$ cat src/rtl/rename_regfile.sv
// Architectural register file with a per-register rename table (busy bit + ROB tag).
// Dispatch reads see committed data, a pending tag, or same-cycle commit data.
module rename_regfile #(
    parameter int REG_NUM = 32,
    parameter int REG_W   = 5,
    parameter int DATA_W  = 32,
    parameter int TAG_W   = 4
) (
    input  logic              clk,
    input  logic              rst,
    input  logic              rdy,
    input  logic              clear,
    input  logic              rename_valid,
    input  logic [REG_W-1:0]  rename_reg,
    input  logic [TAG_W-1:0]  rename_tag,
    input  logic [REG_W-1:0]  rs1_addr,
    output logic              rs1_busy,
    output logic [TAG_W-1:0]  rs1_tag,
    output logic [DATA_W-1:0] rs1_data,
    input  logic [REG_W-1:0]  rs2_addr,
    output logic              rs2_busy,
    output logic [TAG_W-1:0]  rs2_tag,
    output logic [DATA_W-1:0] rs2_data,
    input  logic              commit_valid,
    input  logic [REG_W-1:0]  commit_reg,
    input  logic [TAG_W-1:0]  commit_tag,
    input  logic [DATA_W-1:0] commit_data
);

    logic [DATA_W-1:0] data_q [REG_NUM];
    logic [TAG_W-1:0]  tag_q  [REG_NUM];
    logic [REG_NUM-1:0] busy_q;

    logic commit_hit;
    assign commit_hit = busy_q[commit_reg] && (tag_q[commit_reg] == commit_tag);

    // Later assignments win: clear beats commit release, rename beats commit release.
    always_ff @(posedge clk or negedge rst) begin
        if (!rst) begin
            busy_q <= '0;
            for (int i = 0; i < REG_NUM; i++) begin
                data_q[i] <= '0;
                tag_q[i]  <= '0;
            end
        end else if (rdy) begin
            if (commit_valid && (commit_reg != '0)) begin
                data_q[commit_reg] <= commit_data;
                if (commit_hit) begin
                    busy_q[commit_reg] <= 1'b0;
                end
            end
            if (clear) begin
                busy_q <= '0;
            end else if (rename_valid && (rename_reg != '0)) begin
                busy_q[rename_reg] <= 1'b1;
                tag_q[rename_reg]  <= rename_tag;
            end
        end
    end

    // A commit retiring the current mapping is forwarded straight to dispatch.
    always_comb begin
        rs1_busy = 1'b0;
        rs1_tag  = '0;
        rs1_data = '0;
        if (rs1_addr != '0) begin
            rs1_busy = busy_q[rs1_addr];
            rs1_tag  = tag_q[rs1_addr];
            rs1_data = data_q[rs1_addr];
            if (commit_valid && (commit_reg == rs1_addr) && commit_hit) begin
                rs1_busy = 1'b0;
                rs1_data = commit_data;
            end
        end
    end

    always_comb begin
        rs2_busy = 1'b0;
        rs2_tag  = '0;
        rs2_data = '0;
        if (rs2_addr != '0) begin
            rs2_busy = busy_q[rs2_addr];
            rs2_tag  = tag_q[rs2_addr];
            rs2_data = data_q[rs2_addr];
            if (commit_valid && (commit_reg == rs2_addr) && commit_hit) begin
                rs2_busy = 1'b0;
                rs2_data = commit_data;
            end
        end
    end

endmodule

$ cat config.mk
export PLATFORM = sky130hd
export DESIGN_NAME = rename_regfile
export DESIGN_NICKNAME = d
export VERILOG_FILES = /design/src/rtl/rename_regfile.sv
export SDC_FILE = /design/constraint.sdc
export NUM_CORES = 2
export LEC_CHECK = 0
export ABC_AREA = 1
export CORE_MARGIN = 8
export CORE_UTILIZATION = 40
export DETAILED_ROUTE_END_ITERATION = 12
export PLACE_DENSITY = 0.62
export SYNTH_ARGS = -nofsm -noshare
export SYNTH_HDL_FRONTEND = slang
export SYNTH_SLANG_ARGS = --single-unit
$ cat constraint.sdc
create_clock -name clk -period 6.77 [get_ports clk]
set_input_delay 1.354 -clock clk [delete_from_list [all_inputs] [get_ports clk]]
set_output_delay 1.354 -clock clk [all_outputs]
set_load 0.01 [all_outputs]
Word level (Yosys, flattened, before mapping)
Index checks and enable logic that the tools add are counted.
- register bits after elaboration: 1184
- latch bits: 0
- bits in writable memories: 0
- ROM bits: 0
- bits of input ports: 66
- output and inout port bits: 74
- word-level logic and storage cells: 151
- memories: 0
- add/sub/neg operators: 0
- multipliers: 0
- divide/modulo/power cells: 0
- magnitude comparators: 12
- eq/ne operators: 3
- shifts and indexed selects: 0
- multiplexer cells: 46
- bitwise gates (word level): 8
- reductions and logical operators: 17
- operator list (kind ; number):
    bitwise mux 1024 bit ; 1
    2-to-1 mux 32 bit ; 14
    binary-select mux 32 bit (select 5 bit) ; 2
    demux 32 bit (select 5 bit) ; 1
    bitwise mux 128 bit ; 1
    binary-select mux 4 bit (select 5 bit) ; 3
    2-to-1 mux 4 bit ; 9
    bitwise AND 32 bit ; 1
    NOT 32 bit ; 1
    OR 32 bit ; 1
    greater-or-equal comparator 6 bit (second input constant) ; 4
    < comparator 5 x 6 -> 1 bit (second input constant) ; 4
    NOT 5 -> 6 bit ; 4
    demux 4 bit (select 5 bit) ; 1
    nonzero test 5 bit ; 4
    binary-select mux 1 bit (select 5 bit) ; 3
    < comparator 6 x 1 -> 1 bit (second input constant) ; 2
    logical AND 1 bit ; 11
    demux 1 bit (select 5 bit) ; 2
    == test 5 bit ; 2
    greater-or-equal comparator 5 x 1 -> 1 bit (second input constant) ; 2
    2-to-1 mux 1 bit ; 9
    == test 4 bit ; 1
    AND reduction 3 bit ; 1
    other kinds (2) ; 2

Logic depth before layout (Yosys ltp)
- depth after elaboration: 12
- gate-level depth with buffers: 21
- mapped depth without buffers: 17

Worst setup path after synthesis
OpenSTA, ideal clock, no wires.
- path type: in2out
- from: input commit_reg[0]
- to: output rs2_data[0]
- arrival time: 3.063 ns
- data required time: 5.416 ns
- setup slack: 2.353 ns
- stages: 20
- path buffers: 4
- cell sequence: buf_4 inv_2 buf_6 buf_6 nand2_1 nand2_1 nand2_1 nand2_1 nand2_1 nand2_1 inv_2 nand2_1 nor2_1 nand2_1 nor2_4 nand4_2 buf_2 nand2_1 nand2_1 nor2_1
- word-level cells in the longest chain between the ends: 9
- elaborated cells on any way between the ends: 13
- classes of those cells: eq/ne: 2; mux: 7; bitwise: 1; reduce/logical: 3
- ends and longest elaborated chain (element ; line ; text):
    start, declared ; 25 ; input logic [REG_W-1:0] commit_reg,
    NOT 5 -> 6 bit (not written as such) ; 35 ; assign commit_hit = busy_q[commit_reg] && (tag_q[commit_reg] == commit_tag);
    binary-select mux 4 bit (select 5 bit) ; 35 ;
    2-to-1 mux 4 bit (not written as such) (2 in a row) ; 35 ;
    == test 4 bit ; 35 ;
    logical AND 1 bit ; 35 ;
    logical AND 1 bit (*) ; 85 ; if (commit_valid && (commit_reg == rs2_addr) && commit_hit) begin
    2-to-1 mux 32 bit (*) ; 85 ;
    2-to-1 mux 32 bit (*) ; 81 ; if (rs2_addr != '0) begin
    end, declared ; 23 ; output logic [DATA_W-1:0] rs2_data,
Mark *: on every way between the ends. The rest lies on a longest branch, timed or not. The select of a mux whose other input is x is not followed.

Worst setup path in the final report
- from: input commit_reg[4]
- to: output rs2_data[28]
Same word-level chain as after synthesis.

==> results.txt <==
----------------------------------------------------
[Status]
  Run status ... completed

[Worst setup path]
  Critical path class ... in -> out
  Maximum fanout count along the critical path ... 21
  Worst-case register-to-register setup slack ... 4430 ps
  Data arrival time of the critical path ... 4850 ps
  Required @ worst endpoint ... 5420 ps
  Launch point of the critical path ... commit_reg[4]
  Startpoint type of the worst setup path ... primary input
  Critical Path End Type ... output port
  Launch point of the worst reg-to-reg path ... tag_q[96]

[Floorplanning]
  Area of the placeable core ... 0.1668 mm^2
  I/O pin count ... 140
  Initial cell density of the core ... 40.19%
  Row count ... 150
  Die Wd ... 425.4 um
  Die area ... 0.1810 mm^2
  Die span in y ... 425.4 um

[Drt]
  Starting DRT DRC Count ... 9223
  Average vias per placed instance ... 6.022
  Number of DRC violations after detailed routing ... 0
  Average routed wire per standard cell ... 23.82 um
  Antenna viol nets, final ... 0
  Via count ... 68670
  Total wire length ... 271600 um
  First drt pass iteration count ... 7

[Clock network]
  H-tree levels ... 4
  Number of clock buffers inserted by TritonCTS ... 136
  Source-to-sink clock delay at the later pin of the worst-skew pair ... 800 ps
  Number of sinks on the clock net ... 1184
  Post-CTS setup buffers ... 0
  Hold bufs inserted after CTS ... 0
  Max Buffers Root-to-Sink ... 3
  Clock tree from TritonCTS ... done
  Number of cells upsized or downsized after cts ... 0
  Buffer type at the clock tree root ... sky130_fd_sc_hd__clkbuf_16
  Clock slew seen by the registers of the worst setup and hold paths ... 50 ps

[Global route]
  Largest net degree at the start of global routing ... 174
  Wire length of the first global-routing pass ... 408700 um
  Total routing resource utilization after global routing ... 29.05%
  Number of global-route vias before repair ... 64730
  Total overflow reported by the global router ... 0
  Antenna violations before repair ... 8

[Logic synthesis]
  Library cell occupying the most area in the post-synthesis netlist ... sky130_fd_sc_hd__dfrtp_1
  Count of flip-flops with a built-in enable after synthesis ... 0
  Most common flop cell mapped by yosys ... sky130_fd_sc_hd__dfrtp_1
  Most frequently used cell type in the post-synthesis netlist ... sky130_fd_sc_hd__nand2_1
  Distinct cell type count after synthesis ... 34
  Warnings from Yosys ... 0
  Yosys top cell area share ... 44.19%
  Synthesized area per cell ... 7.015 um^2
  Leading post-synthesis cells by instance count ... sky130_fd_sc_hd__nand2_1 (3081), sky130_fd_sc_hd__o21ai_0 (1725), sky130_fd_sc_hd__dfrtp_1 (1184), sky130_fd_sc_hd__a21oi_1 (1053), sky130_fd_sc_hd__clkbuf_1 (746)
  Top cells by area, synth ... sky130_fd_sc_hd__dfrtp_1 (44%), sky130_fd_sc_hd__nand2_1 (17%), sky130_fd_sc_hd__o21ai_0 (13%)
  Post-synthesis instance area ... 0.06705 mm^2
  Fraction of registers with async set or reset after synthesis ... 100.0%
  Number of nets in the synthesized netlist ... 9625
  Cell count after synthesis ... 9559
  Flop and latch count out of synthesis ... 1184
  Sequential area share after synthesis ... 44.19%

[STA]
  Min Tclk post-route ... 6204 ps
  RSZ-0062 raised after global routing ... false
  Hold Vio Cnt, Final ... 0
  Worst Skew ... 16.06 ps
  Measured slew at the worst slew-check pin ... 1252 ps
  Number of max-slew violations in the final report ... 0
  Highest clock rate ... 161.2 MHz
  Setup tns final ... 0 ps
  Relative slew slack ... 16.42%
  Number of endpoints failing setup at the final stage ... 0
  Final period util ... 91.64%

[Layout]
  Storage element area ... 0.02963 mm^2
  Number of inserted filler cells in the final layout ... 16640
  Final Non-Filler Cells ... 11400
  Number of nets at the end of the flow ... 9155
  Summed area of non-filler cells in the final layout ... 0.07408 mm^2
  Layout Area Growth over Synthesis ... 10.47%
  Area of the multi-input gates ... 0.03289 mm^2
  Fraction of layout cells with a size suffix above 1 ... 4.699%

[Pwr]
  Relative contribution of the clock network to total power ... 38.8%
  Relative contribution of sequential cells to total power ... 44.4%
  Fraction of power spent switching nets ... 30.75%
  Reported net switching power ... 5.954 mW
  Power Internal ... 13.41 mW
  Peak supply drop ... 282.6 uV
  Cell leakage power ... 32.53 nW
  Logic gate share of total power ... 16.8%
  PwrDens ... 261.3 mW/mm^2
  Final total power ... 19.36 mW

[Run]
  Maxcap violations ... 0

[Min path]
  Worst hold path startpoint ... data_q[1009]
  Type of the most critical hold path ... reg -> reg

[Placed design]
  Cell count after placement ... 11160
  Placed inst area ... 0.06957 mm^2
  Placed wire-length estimate after detailed placement ... 147800 um
  Number of buffer cells added on primary ports ... 139
  RD Place Congestion ... 0.9735

----------------------------------------------------
[worst max-delay path, cell delays in order]
cell and delay [ps]:
sky130_fd_sc_hd__clkdlybuf4s50_1 670, sky130_fd_sc_hd__inv_1 220, sky130_fd_sc_hd__nor3_4 470, sky130_fd_sc_hd__nand2_1 110
sky130_fd_sc_hd__nand2_1 110, sky130_fd_sc_hd__nor2_1 60, sky130_fd_sc_hd__nand2_1 50, sky130_fd_sc_hd__nand2_1 60
sky130_fd_sc_hd__nand2_1 100, sky130_fd_sc_hd__nor2_4 70, sky130_fd_sc_hd__nand4_4 110, sky130_fd_sc_hd__buf_4 300
sky130_fd_sc_hd__nor2_1 70, sky130_fd_sc_hd__nor2_1 440, sky130_fd_sc_hd__clkdlybuf4s50_1 650
[path summary, 6_finish.rpt]
| path | endpoint | cells past startpoint |
|---|---|---|
| min | data_q[1009] | 0 |
| max | rs2_data[28] | 15 |
| min in group asynchronous | data_q[126] | 1 |
| max reg2reg | busy_q[4] | 15 |
| min reg2reg | data_q[1009] | 0 |
| max in group asynchronous | data_q[681] | 2 |
[cell families after synthesis]
logic type	after synthesis	synth area share, %
AO/OA/AOI/OAI	3192	25.46
buffers and inverters	1239	7.201
flip-flops	1184	44.19
AND/OR/NAND/NOR	3944	23.15
[cell type report]
class / instances / share of cell area (%)
Multi-Input combinational cell: 7136 / 44.40
Inverter: 348 / 1.824
Clock buffer: 200 / 5.459
Antenna cell: 5 / 0.01689
Sequential cell: 1184 / 40.00
Tap cell: 2204 / 3.723
Clock inverter: 43 / 0.6013
Timing Repair Buffer: 283 / 3.983
[cell usage in the layout (no fill, tap or decap), types with 17 or more instances in the layout]
cell,Yosys,final
sky130_fd_sc_hd__clkbuf_16,0,144
sky130_fd_sc_hd__buf_12,0,39
sky130_fd_sc_hd__clkinv_2,0,24
sky130_fd_sc_hd__a221oi_1,76,76
sky130_fd_sc_hd__clkbuf_1,746,33
sky130_fd_sc_hd__buf_4,4,110
sky130_fd_sc_hd__dfrtp_1,1184,1184
sky130_fd_sc_hd__nand2_1,3081,3054
sky130_fd_sc_hd__clkdlybuf4s50_1,0,125
sky130_fd_sc_hd__o221ai_1,56,56
sky130_fd_sc_hd__nand3_1,466,460
sky130_fd_sc_hd__a211oi_1,120,120
sky130_fd_sc_hd__clkbuf_8,0,24
sky130_fd_sc_hd__o211ai_1,24,24
sky130_fd_sc_hd__a31oi_1,17,17
sky130_fd_sc_hd__nand2_4,0,27
sky130_fd_sc_hd__nor2_1,368,367
sky130_fd_sc_hd__o311ai_0,17,17
sky130_fd_sc_hd__inv_1,334,330
sky130_fd_sc_hd__o21ai_0,1725,1725
sky130_fd_sc_hd__o22ai_1,82,82
sky130_fd_sc_hd__a21oi_1,1053,1053
[registers in the layout (all words and copies together) (netlist names)]
name    count
data_q   1024
tag_q     128
busy_q     32
[power groups by stage]
| stage | clock [mW] | sequential, mW | combinational (mW) |
|---|---|---|---|
| global route | 7.89 | 8.70 | 3.64 |
| detailed placement | 0 | 8.68 | 3.20 |
| finish | 7.52 | 8.59 | 3.25 |
| CTS | 7.60 | 8.57 | 3.21 |
| floorplan | 0 | 8.51 | 2.12 |
| global placement | 0 | 8.65 | 3.13 |
[routing by layer]
metal,track usage [%],vias up,routed length [um]
met5,0,-,54
met2,44.00,4028,115800
met1,38.92,32640,110600
met3,5.643,879,27980
met4,16.47,8,17270
li1,-,31120,-
[through the flow]
step | hold slack, ps | setup WS [ps] | util [%]
after detailed placement | 365.6 | 632.9 | 41.70
after global routing | 384.1 | 341.6 | 44.39
after CTS | 377.0 | 625.3 | 44.39
final | 372.6 | 566.2 | 44.40
after floorplan | 429.0 | 2353 | -
after global placement | 364.7 | 659.4 | 41.70
(Power assumes the default switching activity.)
